$ cat src/rtl/alu_muldiv_ctrl.sv
// ALU control decoder with an iterative multiply/divide sequencer.
// Single-cycle ops decode combinationally; M-extension ops run one bit per cycle.
module alu_muldiv_ctrl #(
  parameter int XLEN     = 32,
  parameter bit ENABLE_M = 1'b1
) (
  input  logic            clk,
  input  logic            rst,
  input  logic            flush,
  input  logic            valid_in,
  input  logic [1:0]      ALUOp,
  input  logic [2:0]      func3,
  input  logic [6:0]      func7,
  input  logic [XLEN-1:0] a,
  input  logic [XLEN-1:0] b,
  output logic [3:0]      ALUControl,
  output logic            illegal,
  output logic            ready,
  output logic            busy,
  output logic            md_valid,
  output logic [XLEN-1:0] md_result
);

  localparam int            CW   = $clog2(XLEN);
  localparam logic [CW-1:0] LAST = CW'(XLEN - 1);

  typedef enum logic [3:0] {
    ALU_ADD  = 4'b0000,
    ALU_SUB  = 4'b0001,
    ALU_AND  = 4'b0010,
    ALU_OR   = 4'b0011,
    ALU_XOR  = 4'b0100,
    ALU_SLT  = 4'b0101,
    ALU_SLTU = 4'b0110,
    ALU_SLL  = 4'b0111,
    ALU_SRL  = 4'b1000,
    ALU_SRA  = 4'b1001,
    ALU_NOP  = 4'b1111
  } alu_ctl_t;

  typedef enum logic [1:0] {S_IDLE, S_MUL, S_DIV, S_DONE} state_t;

  alu_ctl_t ctl;
  logic     m_op;

  // NOTE: every output of a combinational block gets a default first so no
  // path through the case statements can infer a latch.
  always_comb begin
    ctl     = ALU_NOP;
    illegal = 1'b0;
    m_op    = 1'b0;
    unique case (ALUOp)
      2'b00: ctl = ALU_ADD;
      2'b01: ctl = ALU_SUB;
      2'b10: begin
        unique case (func7)
          7'b0000000: begin
            unique case (func3)
              3'b000: ctl = ALU_ADD;
              3'b001: ctl = ALU_SLL;
              3'b010: ctl = ALU_SLT;
              3'b011: ctl = ALU_SLTU;
              3'b100: ctl = ALU_XOR;
              3'b101: ctl = ALU_SRL;
              3'b110: ctl = ALU_OR;
              default: ctl = ALU_AND;
            endcase
          end
          7'b0100000: begin
            if (func3 == 3'b000)      ctl = ALU_SUB;
            else if (func3 == 3'b101) ctl = ALU_SRA;
            else                      illegal = 1'b1;
          end
          7'b0000001: begin
            if (ENABLE_M) m_op    = 1'b1;
            else          illegal = 1'b1;
          end
          default: illegal = 1'b1;
        endcase
      end
      default: begin
        unique case (func3)
          3'b000: ctl = ALU_ADD;
          3'b010: ctl = ALU_SLT;
          3'b011: ctl = ALU_SLTU;
          3'b100: ctl = ALU_XOR;
          3'b110: ctl = ALU_OR;
          3'b111: ctl = ALU_AND;
          3'b001: begin
            if (func7 == 7'b0000000) ctl = ALU_SLL;
            else                     illegal = 1'b1;
          end
          default: begin
            if (func7 == 7'b0000000)      ctl = ALU_SRL;
            else if (func7 == 7'b0100000) ctl = ALU_SRA;
            else                          illegal = 1'b1;
          end
        endcase
      end
    endcase
  end

  assign ALUControl = ctl;

  state_t            state;
  logic [CW-1:0]     cnt;
  logic [2*XLEN-1:0] acc;     // mul: {product hi, multiplier/product lo}; div: {remainder, quotient}
  logic [XLEN-1:0]   opnd;    // multiplicand or divisor magnitude
  logic [2:0]        op_f3;
  logic              neg_lo;
  logic              neg_hi;
  logic [XLEN-1:0]   held;

  // Operand signedness: MUL/MULH both signed, MULHSU only a, DIV/REM both.
  logic            a_signed, b_signed, a_neg, b_neg;
  logic [XLEN-1:0] mag_a, mag_b;

  always_comb begin
    if (func3[2]) begin
      a_signed = ~func3[0];
      b_signed = ~func3[0];
    end else begin
      a_signed = (func3[1:0] != 2'b11);
      b_signed = ~func3[1];
    end
    a_neg = a_signed & a[XLEN-1];
    b_neg = b_signed & b[XLEN-1];
    mag_a = a_neg ? -a : a;
    mag_b = b_neg ? -b : b;
  end

  logic [XLEN:0]     mul_sum, div_sh, div_diff;
  logic              div_geq;
  logic [2*XLEN-1:0] acc_step;

  always_comb begin
    mul_sum  = {1'b0, acc[2*XLEN-1:XLEN]} + (acc[0] ? {1'b0, opnd} : '0);
    div_sh   = {acc[2*XLEN-1:XLEN], acc[XLEN-1]};
    div_diff = div_sh - {1'b0, opnd};
    div_geq  = (div_sh >= {1'b0, opnd});
    if (state == S_DIV)
      acc_step = {(div_geq ? div_diff[XLEN-1:0] : div_sh[XLEN-1:0]), acc[XLEN-2:0], div_geq};
    else
      acc_step = {mul_sum, acc[XLEN-1:1]};
  end

  logic [2*XLEN-1:0] prod_fix;
  logic [XLEN-1:0]   quo_fix, rem_fix, final_res;

  always_comb begin
    prod_fix = neg_lo ? -acc : acc;
    quo_fix  = neg_lo ? -acc[XLEN-1:0] : acc[XLEN-1:0];
    rem_fix  = neg_hi ? -acc[2*XLEN-1:XLEN] : acc[2*XLEN-1:XLEN];
    unique case (op_f3)
      3'b000:                 final_res = prod_fix[XLEN-1:0];
      3'b001, 3'b010, 3'b011: final_res = prod_fix[2*XLEN-1:XLEN];
      3'b100, 3'b101:         final_res = quo_fix;
      default:                final_res = rem_fix;
    endcase
  end

  // NOTE: sequential state uses non-blocking assignments so every register
  // samples the pre-edge values regardless of statement order.
  always_ff @(posedge clk or posedge rst) begin
    if (rst) begin
      state  <= S_IDLE;
      cnt    <= '0;
      acc    <= '0;
      opnd   <= '0;
      op_f3  <= '0;
      neg_lo <= 1'b0;
      neg_hi <= 1'b0;
      held   <= '0;
    end else begin
      unique case (state)
        S_IDLE: begin
          if (valid_in && m_op && !flush) begin
            op_f3  <= func3;
            cnt    <= '0;
            neg_lo <= a_neg ^ b_neg;
            neg_hi <= a_neg;
            if (!func3[2]) begin
              acc   <= {{XLEN{1'b0}}, mag_b};
              opnd  <= mag_a;
              state <= S_MUL;
            end else if (b == '0) begin
              // Divide by zero: preload quotient all ones and remainder a, skip iterations.
              acc    <= {a, {XLEN{1'b1}}};
              neg_lo <= 1'b0;
              neg_hi <= 1'b0;
              state  <= S_DONE;
            end else begin
              acc   <= {{XLEN{1'b0}}, mag_a};
              opnd  <= mag_b;
              state <= S_DIV;
            end
          end
        end
        S_MUL, S_DIV: begin
          if (flush) begin
            state <= S_IDLE;
          end else begin
            acc <= acc_step;
            cnt <= cnt + CW'(1);
            if (cnt == LAST) state <= S_DONE;
          end
        end
        default: begin
          if (!flush) held <= final_res;
          state <= S_IDLE;
        end
      endcase
    end
  end

  // A flush in DONE suppresses the pulse and leaves the visible result untouched.
  assign ready     = (state == S_IDLE);
  assign busy      = (state == S_MUL) || (state == S_DIV);
  assign md_valid  = (state == S_DONE) && !flush;
  assign md_result = md_valid ? final_res : held;

endmodule

$ cat config.mk
export PLATFORM = sky130hd
export DESIGN_NAME = alu_muldiv_ctrl
export DESIGN_NICKNAME = d
export VERILOG_FILES = /design/src/rtl/alu_muldiv_ctrl.sv
export SDC_FILE = /design/constraint.sdc
export NUM_CORES = 1
export LEC_CHECK = 0
export BUFFER_PORTS_ARGS = -buffer_cell sky130_fd_sc_hd__buf_2
export CAP_MARGIN = 5
export CORE_UTILIZATION = 54
export DETAILED_ROUTE_END_ITERATION = 16
export GPL_ROUTABILITY_DRIVEN = 1
export GPL_TIMING_DRIVEN = 0
export PLACE_DENSITY = 0.82
export SYNTH_ARGS = -nofsm -noshare
export SYNTH_HDL_FRONTEND = slang
export SYNTH_SLANG_ARGS = --single-unit
$ cat constraint.sdc
create_clock -name clk -period 5.7 [get_ports clk]
set_input_delay 0.855 -clock clk [delete_from_list [all_inputs] [get_ports clk]]
set_output_delay 0.855 -clock clk [all_outputs]
set_load 0.1 [all_outputs]
==> reports/results.txt <==
Outcome -> finished, final reports clean
Pins Over Slew Limit -> 0
Sequential fraction of the synthesis area -> 0.235
Syn avg cell area -> 7.36 sq um
Final Net Count -> 2,321
Critical Path, Cell by Cell -> clkbuf_1 -> nor3_1 -> nand3_1 -> or4b_1 -> clkbuf_1 -> nor4b_1 -> a31oi_1 -> a21oi_1 -> o22ai_1 -> a211oi_1 -> nor2_1 -> buf_2
Crit start category -> flop
Worst Path Buf+Inv -> 3
RSZ-0062 raised after global routing -> false
Crit path max-delay family -> simple AND/OR/NAND/NOR gates
Clock Latency Late Sink -> 0.46 ns
Die H -> 168 microns
Total grt overflow -> 0
Starting Density -> 0.552
CTS sink count -> 140
Final WS setup -> 0.249 ns
Num CTS Buffers -> 17
Final Skew -> 0.0202 ns
Row cnt -> 60
Drt wl/cell -> 26.1 microns
Synth unique cells -> 82
EDFF count, synth -> 0
# H-tree levels -> 4
Final worst path period share -> 0.956
Placed Area -> 16,000 sq um
Initial antenna violation count -> 0
CP dominant cell by count -> clkbuf_1
CTS tree -> yes
Post-Route WL -> 65,800 microns
Die area -> 28,300 sq um
Final Power -> 9.43 mW
PwrDens -> 568 nW/um^2
Remaining DRCs -> 0
Clock transition at the registers of the reported paths -> 0.08 ns
Hold_ws -> 0.435 ns
F_max -> 183 MHz
Largest stage delay on the critical path -> 0.57 ns
CP required -> 4.85 ns
Clk root buf -> clkbuf_16
Seq cells post-synth -> 140
Max-Cap Viols -> 0
Multi-input gate area -> 10,500 sq um
Synthesized area -> 14,900 sq um
Die W -> 168 microns
Synth warnings -> 0
Final setup viols -> 0
WS Path Type -> reg2out
Most common cell after layout, fill and taps aside -> nor2_1
Port buffer count -> 118
Clock Tree Buf Depth -> 2
Final hold vios -> 0
Core Util, Final -> 0.615
Slew Limit Headroom -> 0.197
Lkg Pwr -> 6.79 nW
Mapped Cells -> 2,027
Area delta synth->final -> 11.3%
Final Cell Area -> 16,600 sq um
Vias in the first global route -> 16,255
Pre-antenna DRT Iters -> 6
Share of layout cells above drive strength 1 -> 0.106
Largest net degree at the start of global routing -> 96
Post-synthesis net count -> 2,183
Final min period -> 5.45 ns
VDD IR max -> 0.000455 V
Core area -> 27,000 sq um
Max Fanout on Critical Path -> 8
Crit end category -> output pin
Critical path's slowest cell -> or4b_1
Sequential Area -> 3500 sq um
Routed Antenna Nets -> 0
All-Layer GR Usage -> 0.466
Hold crit path type -> in2async
Fill count -> 2,569
Synth Flop Type -> dfrtp_1
Most frequent cells in the layout -> nor2_1, nand2_1, a21oi_1
Post-DP HPWL -> 52,400 microns
Arrival time worst endpoint -> 4.60 ns
Hold_buf cts -> 0
Total number of vias -> 17,197
GPL Wtd Cong -> 1.08
I/O Pins -> 120
Worst-Margin Slew -> 1.20 ns
# resized after CTS -> 0
Starting DRT DRC Count -> 2,353
Post-synth ARST share -> 1.00
Postcts setup bufs -> 0
Dpl ws -> 0.435 ns
Via density per instance -> 6.82
First-pass GRT wire length -> 98,900 microns
registers in the layout, summed over array words and instances (netlist names):
register / count
neg_lo: 1
opnd: 32
neg_hi: 1
acc: 64
op_f3: 3
cnt: 5
state: 2
held: 32
kinds of logic (layout without fill, tap and decap cells):
family          count (synthesis)  count (layout)  share of synthesized area
compound gates                660             660                      0.272
xor+xnor                      204             204                      0.120
fa+ha+maj                      76              76                     0.0647
buf+inv                       230             381                     0.0594
flops                         140             140                      0.235
mux                            55              55                     0.0391
other cells                     0               1                          0
simple gates                  662             662                      0.210
metal layers:
| metal | GRT usage | share of wire | vias up |
|---|---|---|---|
| li1 | - | - | 7568 |
| met1 | 0.621 | 0.40 | 8178 |
| met2 | 0.695 | 0.42 | 1205 |
| met3 | 0.107 | 0.12 | 246 |
| met4 | 0.260 | 0.066 | 0 |
| met5 | 0 | 0 | - |
power breakdown:
part           switching, mW  internal [mW]
Combinational           4.55           1.88
Sequential             0.462           1.33
Clock                  0.573          0.637
Total                   5.58           3.85
path summary, 6_finish.rpt:
path                            slack [ns]            end     from  depth (start not counted)
max in group asynchronous             4.39        opnd[7]      rst                          3
min in group clk                      0.49        opnd[9]  opnd[9]                          2
worst min register to register        0.49        opnd[9]  opnd[9]                          2
worst max register to register        0.75        acc[57]  acc[32]                         12
worst max-delay path                  0.25  md_result[17]  acc[34]                         12
worst min-delay path                  0.43        held[9]      rst                          2
cell type report:
cell class | instances | area share
sequential | 140 | 0.211
antenna | 1 | 0.000151
buffer | 150 | 0.0353
clock inverter | 15 | 0.0115
inverter | 79 | 0.0184
timing repair buffer | 120 | 0.0377
multi-input combinational | 1657 | 0.635
clock buffer | 17 | 0.0256
tap | 341 | 0.0257
synth_stat cells, types with 28 or more instances:
library cell / instances / area [sq um]
nor2_1: 213 / 800
nand2_1: 209 / 785
a21oi_1: 191 / 956
o21ai_0: 180 / 901
dfrtp_1: 140 / 3500
clkbuf_1: 130 / 488
xnor2_1: 117 / 1020
xor2_1: 87 / 762
inv_1: 78 / 293
ha_1: 74 / 926
nor3_1: 39 / 195
a21o_1: 35 / 263
a211oi_1: 34 / 255
o31ai_1: 32 / 240
nand3_1: 29 / 145
mux2i_1: 28 / 280
metrics by stage:
step	setup TNS (ns)	std cells
after global routing	0	2519
after CTS	0	2520
after floorplan	0	2027
after global placement	-90.23	2486
final	0	2520
after detailed placement	0	2488
No activity file was read; power rests on OpenSTA's default activity.
